===== src/rtl/multicycle_controller.sv =====
// Multi-cycle RV32I control FSM: sequences fetch/decode/execute over one shared memory
// port, counts retired instructions and traps on illegal instructions or memory timeouts.
module multicycle_controller #(
  parameter int TIMEOUT       = 16,
  parameter int INSTRET_WIDTH = 32
) (
  input  logic                     clock,
  input  logic                     reset,
  input  logic [31:0]              instruction,
  input  logic                     zero,
  input  logic                     mem_ready,
  output logic [2:0]               result_select,
  output logic [1:0]               PC_select,
  output logic                     ALU_select,
  output logic                     reg_write,
  output logic [2:0]               ALU_control,
  output logic                     PC_write,
  output logic                     instr_write,
  output logic                     addr_select,
  output logic                     mem_req,
  output logic                     mem_write,
  output logic                     halted,
  output logic [1:0]               trap_cause,
  output logic [INSTRET_WIDTH-1:0] instret
);

  localparam int WAIT_W = (TIMEOUT > 1) ? $clog2(TIMEOUT) : 1;
  localparam logic [WAIT_W-1:0]        WAIT_LAST   = WAIT_W'(TIMEOUT - 1);
  localparam logic [WAIT_W-1:0]        WAIT_ONE    = WAIT_W'(1);
  localparam logic [INSTRET_WIDTH-1:0] INSTRET_ONE = INSTRET_WIDTH'(1);

  localparam logic [6:0] OP_R      = 7'b0110011;
  localparam logic [6:0] OP_I      = 7'b0010011;
  localparam logic [6:0] OP_LOAD   = 7'b0000011;
  localparam logic [6:0] OP_STORE  = 7'b0100011;
  localparam logic [6:0] OP_BRANCH = 7'b1100011;
  localparam logic [6:0] OP_JAL    = 7'b1101111;
  localparam logic [6:0] OP_JALR   = 7'b1100111;
  localparam logic [6:0] OP_LUI    = 7'b0110111;
  localparam logic [6:0] F7_ZERO   = 7'b0000000;
  localparam logic [6:0] F7_ALT    = 7'b0100000;

  localparam logic [2:0] ALU_ADD = 3'b000;
  localparam logic [2:0] ALU_SUB = 3'b001;
  localparam logic [2:0] ALU_AND = 3'b010;
  localparam logic [2:0] ALU_OR  = 3'b011;
  localparam logic [2:0] ALU_XOR = 3'b100;
  localparam logic [2:0] ALU_SLT = 3'b101;
  localparam logic [2:0] ALU_SLL = 3'b110;
  localparam logic [2:0] ALU_SRL = 3'b111;

  localparam logic [1:0] CAUSE_NONE    = 2'b00;
  localparam logic [1:0] CAUSE_ILLEGAL = 2'b01;
  localparam logic [1:0] CAUSE_TIMEOUT = 2'b10;

  typedef enum logic [2:0] {
    S_FETCH       = 3'd0,
    S_DECODE      = 3'd1,
    S_EXEC_ALU    = 3'd2,
    S_EXEC_LOAD   = 3'd3,
    S_EXEC_STORE  = 3'd4,
    S_EXEC_BRANCH = 3'd5,
    S_EXEC_JUMP   = 3'd6,
    S_TRAP        = 3'd7
  } state_t;

  state_t                   state_r, next_state_s, decode_next_s;
  logic                     in_reset_r;
  logic [1:0]               cause_r, next_cause_s;
  logic [WAIT_W-1:0]        wait_cnt_r;
  logic [INSTRET_WIDTH-1:0] instret_r;
  logic                     wait_expired_s;
  logic                     is_rtype_s, f3_known_s, f7_ok_s, alu_legal_s;
  logic [2:0]               alu_op_s;
  logic [6:0]               opcode_s, funct7_s;
  logic [2:0]               funct3_s;
  logic                     unused_instr_bits_s;

  assign opcode_s            = instruction[6:0];
  assign funct3_s            = instruction[14:12];
  assign funct7_s            = instruction[31:25];
  assign unused_instr_bits_s = ^{instruction[24:15], instruction[11:7]};
  assign wait_expired_s      = (wait_cnt_r == WAIT_LAST);
  assign trap_cause          = cause_r;
  assign instret             = instret_r;

  // Opcode dispatch out of DECODE; unsupported encodings fall through to TRAP
  always_comb begin
    decode_next_s = S_TRAP;
    case (opcode_s)
      OP_R, OP_I: decode_next_s = S_EXEC_ALU;
      OP_LOAD:    decode_next_s = (funct3_s == 3'b010) ? S_EXEC_LOAD : S_TRAP;
      OP_STORE:   decode_next_s = (funct3_s == 3'b010) ? S_EXEC_STORE : S_TRAP;
      OP_BRANCH:  decode_next_s = (funct3_s[2:1] == 2'b00) ? S_EXEC_BRANCH : S_TRAP;
      OP_JAL, OP_LUI: decode_next_s = S_EXEC_JUMP;
      OP_JALR:    decode_next_s = (funct3_s == 3'b000) ? S_EXEC_JUMP : S_TRAP;
      default:    decode_next_s = S_TRAP;
    endcase
  end

  // ALU operation and legality; sra/srai are unsupported so funct7 must be zero on shifts
  always_comb begin
    is_rtype_s = (opcode_s == OP_R);
    f3_known_s = 1'b1;
    alu_op_s   = ALU_ADD;
    case (funct3_s)
      3'b000:  alu_op_s = (is_rtype_s && funct7_s[5]) ? ALU_SUB : ALU_ADD;
      3'b111:  alu_op_s = ALU_AND;
      3'b110:  alu_op_s = ALU_OR;
      3'b100:  alu_op_s = ALU_XOR;
      3'b010:  alu_op_s = ALU_SLT;
      3'b001:  alu_op_s = ALU_SLL;
      3'b101:  alu_op_s = ALU_SRL;
      default: f3_known_s = 1'b0;
    endcase
    if (is_rtype_s) begin
      f7_ok_s = (funct7_s == F7_ZERO) || ((funct7_s == F7_ALT) && (funct3_s == 3'b000));
    end else if ((funct3_s == 3'b001) || (funct3_s == 3'b101)) begin
      f7_ok_s = (funct7_s == F7_ZERO);
    end else begin
      f7_ok_s = 1'b1;
    end
    alu_legal_s = f3_known_s && f7_ok_s;
  end

  // Next state, trap cause and datapath controls; everything stays low in the post-reset cycle
  always_comb begin
    next_state_s  = state_r;
    next_cause_s  = cause_r;
    result_select = 3'd0;
    PC_select     = 2'd0;
    ALU_select    = 1'b0;
    reg_write     = 1'b0;
    ALU_control   = ALU_ADD;
    PC_write      = 1'b0;
    instr_write   = 1'b0;
    addr_select   = 1'b0;
    mem_req       = 1'b0;
    mem_write     = 1'b0;
    halted        = 1'b0;
    if (in_reset_r) begin
      next_state_s = S_FETCH;
      next_cause_s = CAUSE_NONE;
    end else begin
      case (state_r)
        S_FETCH: begin
          mem_req = 1'b1;
          if (mem_ready) begin
            instr_write  = 1'b1;
            next_state_s = S_DECODE;
          end else if (wait_expired_s) begin
            next_state_s = S_TRAP;
            next_cause_s = CAUSE_TIMEOUT;
          end else begin
            next_state_s = S_FETCH;
          end
        end
        S_DECODE: begin
          next_state_s = decode_next_s;
          if (decode_next_s == S_TRAP) begin
            next_cause_s = CAUSE_ILLEGAL;
          end else begin
            next_cause_s = cause_r;
          end
        end
        S_EXEC_ALU: begin
          if (alu_legal_s) begin
            reg_write    = 1'b1;
            PC_write     = 1'b1;
            ALU_select   = ~is_rtype_s;
            ALU_control  = alu_op_s;
            next_state_s = S_FETCH;
          end else begin
            next_state_s = S_TRAP;
            next_cause_s = CAUSE_ILLEGAL;
          end
        end
        S_EXEC_LOAD, S_EXEC_STORE: begin
          mem_req     = 1'b1;
          mem_write   = (state_r == S_EXEC_STORE);
          addr_select = 1'b1;
          ALU_select  = 1'b1;
          if (mem_ready) begin
            reg_write     = (state_r == S_EXEC_LOAD);
            result_select = (state_r == S_EXEC_LOAD) ? 3'd1 : 3'd0;
            PC_write      = 1'b1;
            next_state_s  = S_FETCH;
          end else if (wait_expired_s) begin
            next_state_s = S_TRAP;
            next_cause_s = CAUSE_TIMEOUT;
          end else begin
            next_state_s = state_r;
          end
        end
        S_EXEC_BRANCH: begin
          ALU_control  = ALU_SUB;
          PC_write     = 1'b1;
          next_state_s = S_FETCH;
          if (((funct3_s == 3'b000) && zero) || ((funct3_s == 3'b001) && !zero)) begin
            PC_select = 2'd1;
          end else begin
            PC_select = 2'd0;
          end
        end
        S_EXEC_JUMP: begin
          PC_write     = 1'b1;
          reg_write    = 1'b1;
          next_state_s = S_FETCH;
          case (opcode_s)
            OP_JAL: begin
              result_select = 3'd2;
              PC_select     = 2'd1;
            end
            OP_JALR: begin
              result_select = 3'd2;
              ALU_select    = 1'b1;
              PC_select     = 2'd2;
            end
            default: begin
              result_select = 3'd3;
              PC_select     = 2'd0;
            end
          endcase
        end
        S_TRAP: begin
          halted       = 1'b1;
          next_state_s = S_TRAP;
        end
        default: begin
          next_state_s = S_TRAP;
          next_cause_s = CAUSE_ILLEGAL;
        end
      endcase
    end
  end

  // State, trap cause and post-reset hold flag
  always_ff @(posedge clock) begin
    if (reset) begin
      state_r    <= S_FETCH;
      cause_r    <= CAUSE_NONE;
      in_reset_r <= 1'b1;
    end else begin
      state_r    <= next_state_s;
      cause_r    <= next_cause_s;
      in_reset_r <= 1'b0;
    end
  end

  // Memory wait counter restarts whenever the state changes
  always_ff @(posedge clock) begin
    if (reset) begin
      wait_cnt_r <= {WAIT_W{1'b0}};
    end else if (next_state_s != state_r) begin
      wait_cnt_r <= {WAIT_W{1'b0}};
    end else if (mem_req && !mem_ready) begin
      wait_cnt_r <= wait_cnt_r + WAIT_ONE;
    end else begin
      wait_cnt_r <= wait_cnt_r;
    end
  end

  // One PC update per retired instruction
  always_ff @(posedge clock) begin
    if (reset) begin
      instret_r <= {INSTRET_WIDTH{1'b0}};
    end else if (PC_write) begin
      instret_r <= instret_r + INSTRET_ONE;
    end else begin
      instret_r <= instret_r;
    end
  end

endmodule

===== config.mk =====
export PLATFORM = sky130hd
export DESIGN_NAME = multicycle_controller
export DESIGN_NICKNAME = d
export VERILOG_FILES = /design/src/rtl/multicycle_controller.sv
export SDC_FILE = /design/constraint.sdc
export NUM_CORES = 1
export LEC_CHECK = 0
export ABC_CLOCK_PERIOD_IN_PS = 9230
export CORE_ASPECT_RATIO = 1.4
export CORE_MARGIN = 4
export CORE_UTILIZATION = 45
export CTS_CLUSTER_SIZE = 24
export DETAILED_ROUTE_END_ITERATION = 7
export PLACE_DENSITY = 0.89
export SLEW_MARGIN = 20
export SYNTH_ARGS = -nofsm -noshare
export SYNTH_HDL_FRONTEND = slang
export SYNTH_SLANG_ARGS = --single-unit

===== constraint.sdc =====
create_clock -name clock -period 9.23 [get_ports clock]
set_input_delay 2.3075 -clock clock [delete_from_list [all_inputs] [get_ports clock]]
set_output_delay 2.3075 -clock clock [all_outputs]
set_load 0.05 [all_outputs]

==> results of run 1 <==
state kept, by name, summed over array words and instances, names as in the netlist:
register and flops:
state_r 3, instret 32, wait_cnt_r 4, trap_cause 2, in_reset_r 1
power breakdown:
group / internal, mW / switching [mW] / total (mW)
clock network: 0.0807 / 0.0633 / 0.144
logic: 0.0262 / 0.0404 / 0.0666
registers: 0.183 / 0.00639 / 0.189
metrics by stage:
step	setup WS (ns)	utilization, %	hold slack, ns	power (mW)	area, um^2
2_1_floorplan	1.79	-	0.506	0.238	2720
3_3_place_gp	1.50	58.2	0.459	0.258	3410
3_5_place_dp	1.45	58.2	0.464	0.259	3410
4_1_cts	1.44	60.1	0.479	0.402	3520
5_1_grt	1.33	60.1	0.492	0.418	3520
6_report	1.43	60.1	0.471	0.400	3520
cells by family (layout without fill, tap and decap cells):
group / count (synthesis) / count (layout) / share of synthesized area [%]
AOI/OAI and AO/OA: 97 / 97 / 26.2
xor gates and xnor gates: 29 / 29 / 9.34
adders and majority gates: 2 / 2 / 0.920
buffers and inverters: 32 / 86 / 4.92
DFF: 42 / 42 / 30.9
muxes: 3 / 3 / 1.10
other: 1 / 1 / 0.138
and+or+nand+nor: 134 / 134 / 26.4
worst max-delay path, stage by stage:
cell and delay [ns]:
clkdlybuf4s50_1 0.56, or3_4 0.49, a2111oi_4 0.40, a2bb2oi_2 0.23, buf_4 0.26, o21bai_1 0.09
a211oi_1 0.28, clkdlybuf4s50_1 0.86
area by class of cell:
class	count	area [um^2]	share of cell area [%]
clock buffers	6	72.6	2.06
clock inverters	2	37.5	1.07
repair buffers	73	721	20.5
multi-input cells	266	1740	49.5
inverters	5	18.8	0.533
well taps	70	87.6	2.49
flip-flops and latches	42	841	23.9
cell usage after synthesis, types with 3 or more instances:
| cell type | instances |
|---|---|
| and3_1 | 9 |
| o2111ai_1 | 13 |
| a211oi_1 | 6 |
| nor2_1 | 38 |
| o211ai_1 | 11 |
| a31oi_1 | 4 |
| or3_1 | 6 |
| xor2_1 | 27 |
| o21ai_1 | 6 |
| a21oi_1 | 16 |
| nor3_1 | 10 |
| buf_2 | 5 |
| and2_1 | 3 |
| or4_1 | 4 |
| nand3_1 | 5 |
| clkbuf_1 | 18 |
| nor4_1 | 3 |
| o31ai_1 | 3 |
| or2_2 | 3 |
| mux2i_1 | 3 |
| nor3b_1 | 6 |
| o21ai_0 | 12 |
| nor2b_1 | 9 |
| inv_1 | 5 |
| nand2_1 | 21 |
| dfxtp_1 | 42 |
| nand2b_1 | 4 |
| a21o_1 | 3 |
| and4_1 | 5 |
metal layers:
layer / GRT usage (%) / up-vias
met1: 25.5 / 1307
li1: - / 1366
met4: 6.00 / 0
met5: 0 / -
met3: 3.91 / 10
met2: 33.9 / 93
worst min path at each step:
stage                  startpoint            end  slack [ns]
detailed placement  trap_cause[0]  trap_cause[0]        0.46
floorplan           wait_cnt_r[3]     state_r[0]        0.51
global placement    trap_cause[0]  trap_cause[0]        0.46
finish              trap_cause[0]  trap_cause[0]        0.47
CTS                 trap_cause[0]  trap_cause[0]        0.48
global route        trap_cause[0]  trap_cause[0]        0.49
==> results.py, run 1 <==
metrics = {
    "run_status": {
        "run_status": "complete, no violations",
    },
    "detailed_routing": {
        "top_layer_used": "met4",
        "wirelength_met1_um": 3010,
        "post_drt_wl_per_cell_um": 15.5,
        "finalWirelength_um": 7170,
        "met3_length_um": 446,
        "first_iter_violations": 182,
        "dr_total_vias": 2776,
        "drtPass1Iterations": 4,
        "post_drt_via_cell_ratio": 5.98,
        "detail_route.drc_violations": 0,
        "met2RoutedLength_um": 3610,
        "drtAntennaViolNets": 0,
    },
    "timing": {
        "fmax_ghz": 0.128,
        "worst_slew_pin_slew_ns": 0.848,
        "rsz0062_at_grt": "false",
        "period_needed_ns": 7.80,
        "rel_slew_slack_pct": 43.4,
        "tns_ns": 0,
        "final_hold_viol_count": 0,
        "fin_crit_sh_pct": 84.5,
        "worst_clock_skew_ns": 0.00514,
        "slew_viol_final": 0,
        "finalSetupViolCount": 0,
    },
    "floorplanning": {
        "chipWidth_um": 73.7,
        "chipHeight_um": 100,
        "number_of_ports_placed_on_the_die_boundary": 86,
        "floorplan.core_area_um2": 5860,
        "die-area_um2": 7370,
        "num_rows": 33,
        "start_util_pct": 46.4,
    },
    "job": {
        "max_cap_viol_count": 0,
    },
    "cells_and_area": {
        "leading_cell_types_in_the_layout_fill_and_taps_excluded": "clkdlybuf4s50_1, dfxtp_1, nor2_1",
        "nFillCells": 539,
        "antennaDiodeCount": 0,
        "finalNonFillerCells": 464,
        "flow.area_growth_from_synthesis_pct": 29.5,
        "commonest_non_fill_non_tap_cell_in_the_layout": "clkdlybuf4s50_1",
        "drive_above_1_share_pct": 4.82,
        "layout.nets": 431,
    },
    "worst_setup_path": {
        "timing.critical_path.fanout_max": 16,
        "rr_worst_depth": 6,
        "worst_path_class_setup": "in -> out",
        "worst_setup_path_end_kind": "primary output",
        "capture_point_of_the_critical_path": "reg_write",
        "critical_path.startpoint_type": "input port",
        "r2r_start": "state_r[2]",
        "rr_endpoint": "instret[19]",
        "critPathArrivalTime_ns": 5.49,
        "crit_path_start": "instruction[14]",
        "worst-r2r-setup-slack_ns": 6.22,
        "worst_ep_required_time_ns": 6.92,
    },
    "logic_synthesis": {
        "post_synth.cell_area_avg_um2": 8.00,
        "synth_edf_count": 0,
        "synth-main-ff-cell": "dfxtp_1",
        "share_of_the_yosys_chip_area_belonging_to_registers_pct": 30.9,
        "cell_area_after_synthesis_um2": 2720,
        "synthTopCellsByArea": "dfxtp_1, xor2_1, nor2_1",
        "synth_fp_nets": 378,
        "yosys.cell_types.count": 60,
        "synthArstFlopShare_pct": 0,
        "ys.warnings.count": 0,
        "syn-instance-count": 340,
        "synthesis_stage_register_bit_count": 42,
        "library_cell_occupying_the_most_area_in_the_post_synthesis_netlist": "dfxtp_1",
        "synth_largest_type_area_fraction_pct": 30.9,
    },
    "cts": {
        "cts_htree_levels": 2,
        "worst_skew_pair.late_latency_ns": 0.29,
        "path_clk_slew_ns": 0.08,
        "cts_root_buffer": "clkbuf_8",
        "clock_sinks": 42,
        "clock_path_buffers": 2,
        "post_cts_resized": 0,
        "cts_tree": "done",
        "postCtsSetupRepairBufs": 0,
        "cts_made_buffers": 5,
        "holdBufCountCts": 0,
    },
    "min_path": {
        "hold_path_class": "reg -> reg",
        "hold_depth": 2,
    },
    "global_route": {
        "grt_antenna_before_repair": 0,
        "maximum_number_of_pins_on_one_net_before_global_route_repair": 37,
        "vias_in_the_first_global_route": 2587,
        "track_usage_pct": 20.1,
        "grt_pass1_wl_um": 12100,
        "globalRouteOverflowTotal": 0,
    },
    "power": {
        "worst_ir_drop_vdd_mv": 0.116,
        "cellLeakagePower_nw": 1.20,
        "power_per_cell_area_nw_per_um2": 114,
    },
    "place": {
        "gp_routability_congestion": 0.928,
        "portBuffers": 69,
        "post-place-cells": 456,
        "hpwlAfterDp_um": 5170,
    },
}
Power figures use the tool's default switching activity.
==> run 2: changes to the inputs <==
--- a/config.mk
+++ b/config.mk
@@ -5,13 +5,13 @@
 export SDC_FILE = /design/constraint.sdc
 export NUM_CORES = 1
 export LEC_CHECK = 0
-export ABC_CLOCK_PERIOD_IN_PS = 9230
+export ABC_CLOCK_PERIOD_IN_PS = 6590
 export CORE_ASPECT_RATIO = 1.4
 export CORE_MARGIN = 4
-export CORE_UTILIZATION = 45
+export CORE_UTILIZATION = 42
 export CTS_CLUSTER_SIZE = 24
 export DETAILED_ROUTE_END_ITERATION = 7
-export PLACE_DENSITY = 0.89
+export PLACE_DENSITY = 0.87
 export SLEW_MARGIN = 20
 export SYNTH_ARGS = -nofsm -noshare
 export SYNTH_HDL_FRONTEND = slang
==> constraint.sdc (replaced) <==
create_clock -name clock -period 6.59 [get_ports clock]
set_input_delay 1.6475 -clock clock [delete_from_list [all_inputs] [get_ports clock]]
set_output_delay 1.6475 -clock clock [all_outputs]
set_load 0.05 [all_outputs]
==> results.py, run 2 (synthesis results as in run 1) <==
metrics = {
    "run_status": {
        "run_status": "complete, no violations",
    },
    "cells_and_area": {
        "antennaDiodeCount": 0,
        "leading_cell_types_in_the_layout_fill_and_taps_excluded": "clkdlybuf4s50_1, dfxtp_1, nor2_1",
        "largest_reg_flops": 32,
        "flow.area_growth_from_synthesis_pct": 31.8,
        "finalNonFillerCells": 466,
        "finish.instance_area_um2": 3580,
        "commonest_non_fill_non_tap_cell_in_the_layout": "clkdlybuf4s50_1",
        "drive_above_1_share_pct": 6.60,
        "layout.nets": 431,
    },
    "cts": {
        "clock_path_buffers": 2,
        "cts_tree": "done",
        "cts_made_buffers": 5,
        "cts_root_buffer": "clkbuf_8",
        "cts_htree_levels": 2,
        "post_cts_resized": 0,
        "clock_sinks": 42,
        "worst_skew_pair.late_latency_ns": 0.30,
        "postCtsSetupRepairBufs": 0,
        "path_clk_slew_ns": 0.08,
        "holdBufCountCts": 0,
    },
    "detailed_routing": {
        "post_drt_via_cell_ratio": 5.86,
        "post_drt_wl_per_cell_um": 15.6,
        "detail_route.drc_violations": 0,
        "dr_total_vias": 2732,
        "drtAntennaViolNets": 0,
        "finalWirelength_um": 7250,
        "first_iter_violations": 163,
        "drtPass1Iterations": 4,
    },
    "min_path": {
        "hold_path_class": "reg -> reg",
        "hold_depth": 2,
        "hold_start": "instret[31]",
        "holdPathEnd": "instret[31]",
    },
    "place": {
        "hpwlAfterDp_um": 5200,
        "postPlaceCellArea_um2": 3470,
        "gp_routability_congestion": 0.868,
        "post-place-cells": 458,
        "portBuffers": 69,
    },
    "worst_setup_path": {
        "timing.critical_path.fanout_max": 9,
        "r2r_start": "state_r[2]",
        "worst-r2r-setup-slack_ns": 3.55,
        "critPathArrivalTime_ns": 4.31,
        "crit_path_start": "instruction[14]",
        "critical_path.startpoint_type": "input port",
        "worst_ep_required_time_ns": 4.94,
        "worst_path_class_setup": "in -> out",
        "worst_setup_path_end_kind": "primary output",
        "rr_endpoint": "instret[19]",
        "rr_worst_depth": 6,
    },
    "timing": {
        "period_needed_ns": 5.96,
        "worst_clock_skew_ns": 0.00447,
        "fin_crit_sh_pct": 90.4,
        "worst_slew_pin_slew_ns": 0.838,
        "final_hold_viol_count": 0,
        "fmax_ghz": 0.168,
        "rel_slew_slack_pct": 44.1,
        "tns_ns": 0,
        "rsz0062_at_grt": "false",
        "finalSetupViolCount": 0,
        "slew_viol_final": 0,
    },
    "floorplanning": {
        "chipWidth_um": 76,
        "num_rows": 34,
        "start_util_pct": 43.5,
        "floorplan.core_area_um2": 6250,
        "number_of_ports_placed_on_the_die_boundary": 86,
        "chipHeight_um": 103,
        "die-area_um2": 7840,
    },
    "global_route": {
        "grt_antenna_before_repair": 0,
        "vias_in_the_first_global_route": 2505,
        "met2_usage_pct": 30.6,
        "track_usage_pct": 17.6,
        "globalRouteOverflowTotal": 0,
        "gr-max-usage-layer": "met2",
        "maximum_number_of_pins_on_one_net_before_global_route_repair": 37,
        "grt_pass1_wl_um": 11600,
        "grt_util_met3_pct": 3.81,
        "global_route.usage.met1_pct": 21.1,
    },
    "job": {
        "max_cap_viol_count": 0,
    },
    "power": {
        "cellLeakagePower_nw": 1.24,
        "power_per_cell_area_nw_per_um2": 157,
        "worst_ir_drop_vdd_mv": 0.125,
    },
}
run 2: stage by stage:
stage	utilization [%]	power [mW]	hold slack, ns	setup WS [ns]
2_1_floorplan	-	0.333	0.506	0.474
3_3_place_gp	55.6	0.363	0.460	0.648
3_5_place_dp	55.6	0.365	0.484	0.636
4_1_cts	57.3	0.567	0.495	0.621
5_1_grt	57.3	0.583	0.519	0.532
6_report	57.3	0.561	0.486	0.634
run 2: worst max-delay path, cell delays in order:
cell             delay, ns
clkdlybuf4s50_1       0.55
or3_4                 0.48
a2111oi_4             0.41
a2bb2oi_2             0.28
nand2_1               0.15
a31o_1                0.23
a211oi_1              0.36
buf_12                0.19
run 2: worst max path at each step:
stage / endpoint / cells past startpoint
2_1_floorplan: reg_write / 7
3_3_place_gp: ALU_select / 8
3_5_place_dp: ALU_select / 8
4_1_cts: ALU_select / 8
5_1_grt: ALU_select / 8
6_report: ALU_select / 8
run 2: layer usage:
metal	wire (um)	vias up
li1	-	1357
met1	2950	1270
met2	3770	96
met3	414	9
met4	116	0
met5	0	-
run 2: cell type report:
| type | instances | area (um^2) |
|---|---|---|
| fill | 560 | 2670 |
| multi-input combinational | 266 | 1740 |
| sequential | 42 | 841 |
| timing repair buffer | 73 | 781 |
| tap | 72 | 90.1 |
| clock buffer | 5 | 68.8 |
| clock inverter | 3 | 40.0 |
| inverter | 5 | 18.8 |
run 2: power by group:
group / internal [mW] / switching [mW] / total, mW
combinational: 0.0381 / 0.0574 / 0.0955
clock: 0.112 / 0.0889 / 0.200
sequential: 0.256 / 0.00884 / 0.265
total: 0.406 / 0.155 / 0.561
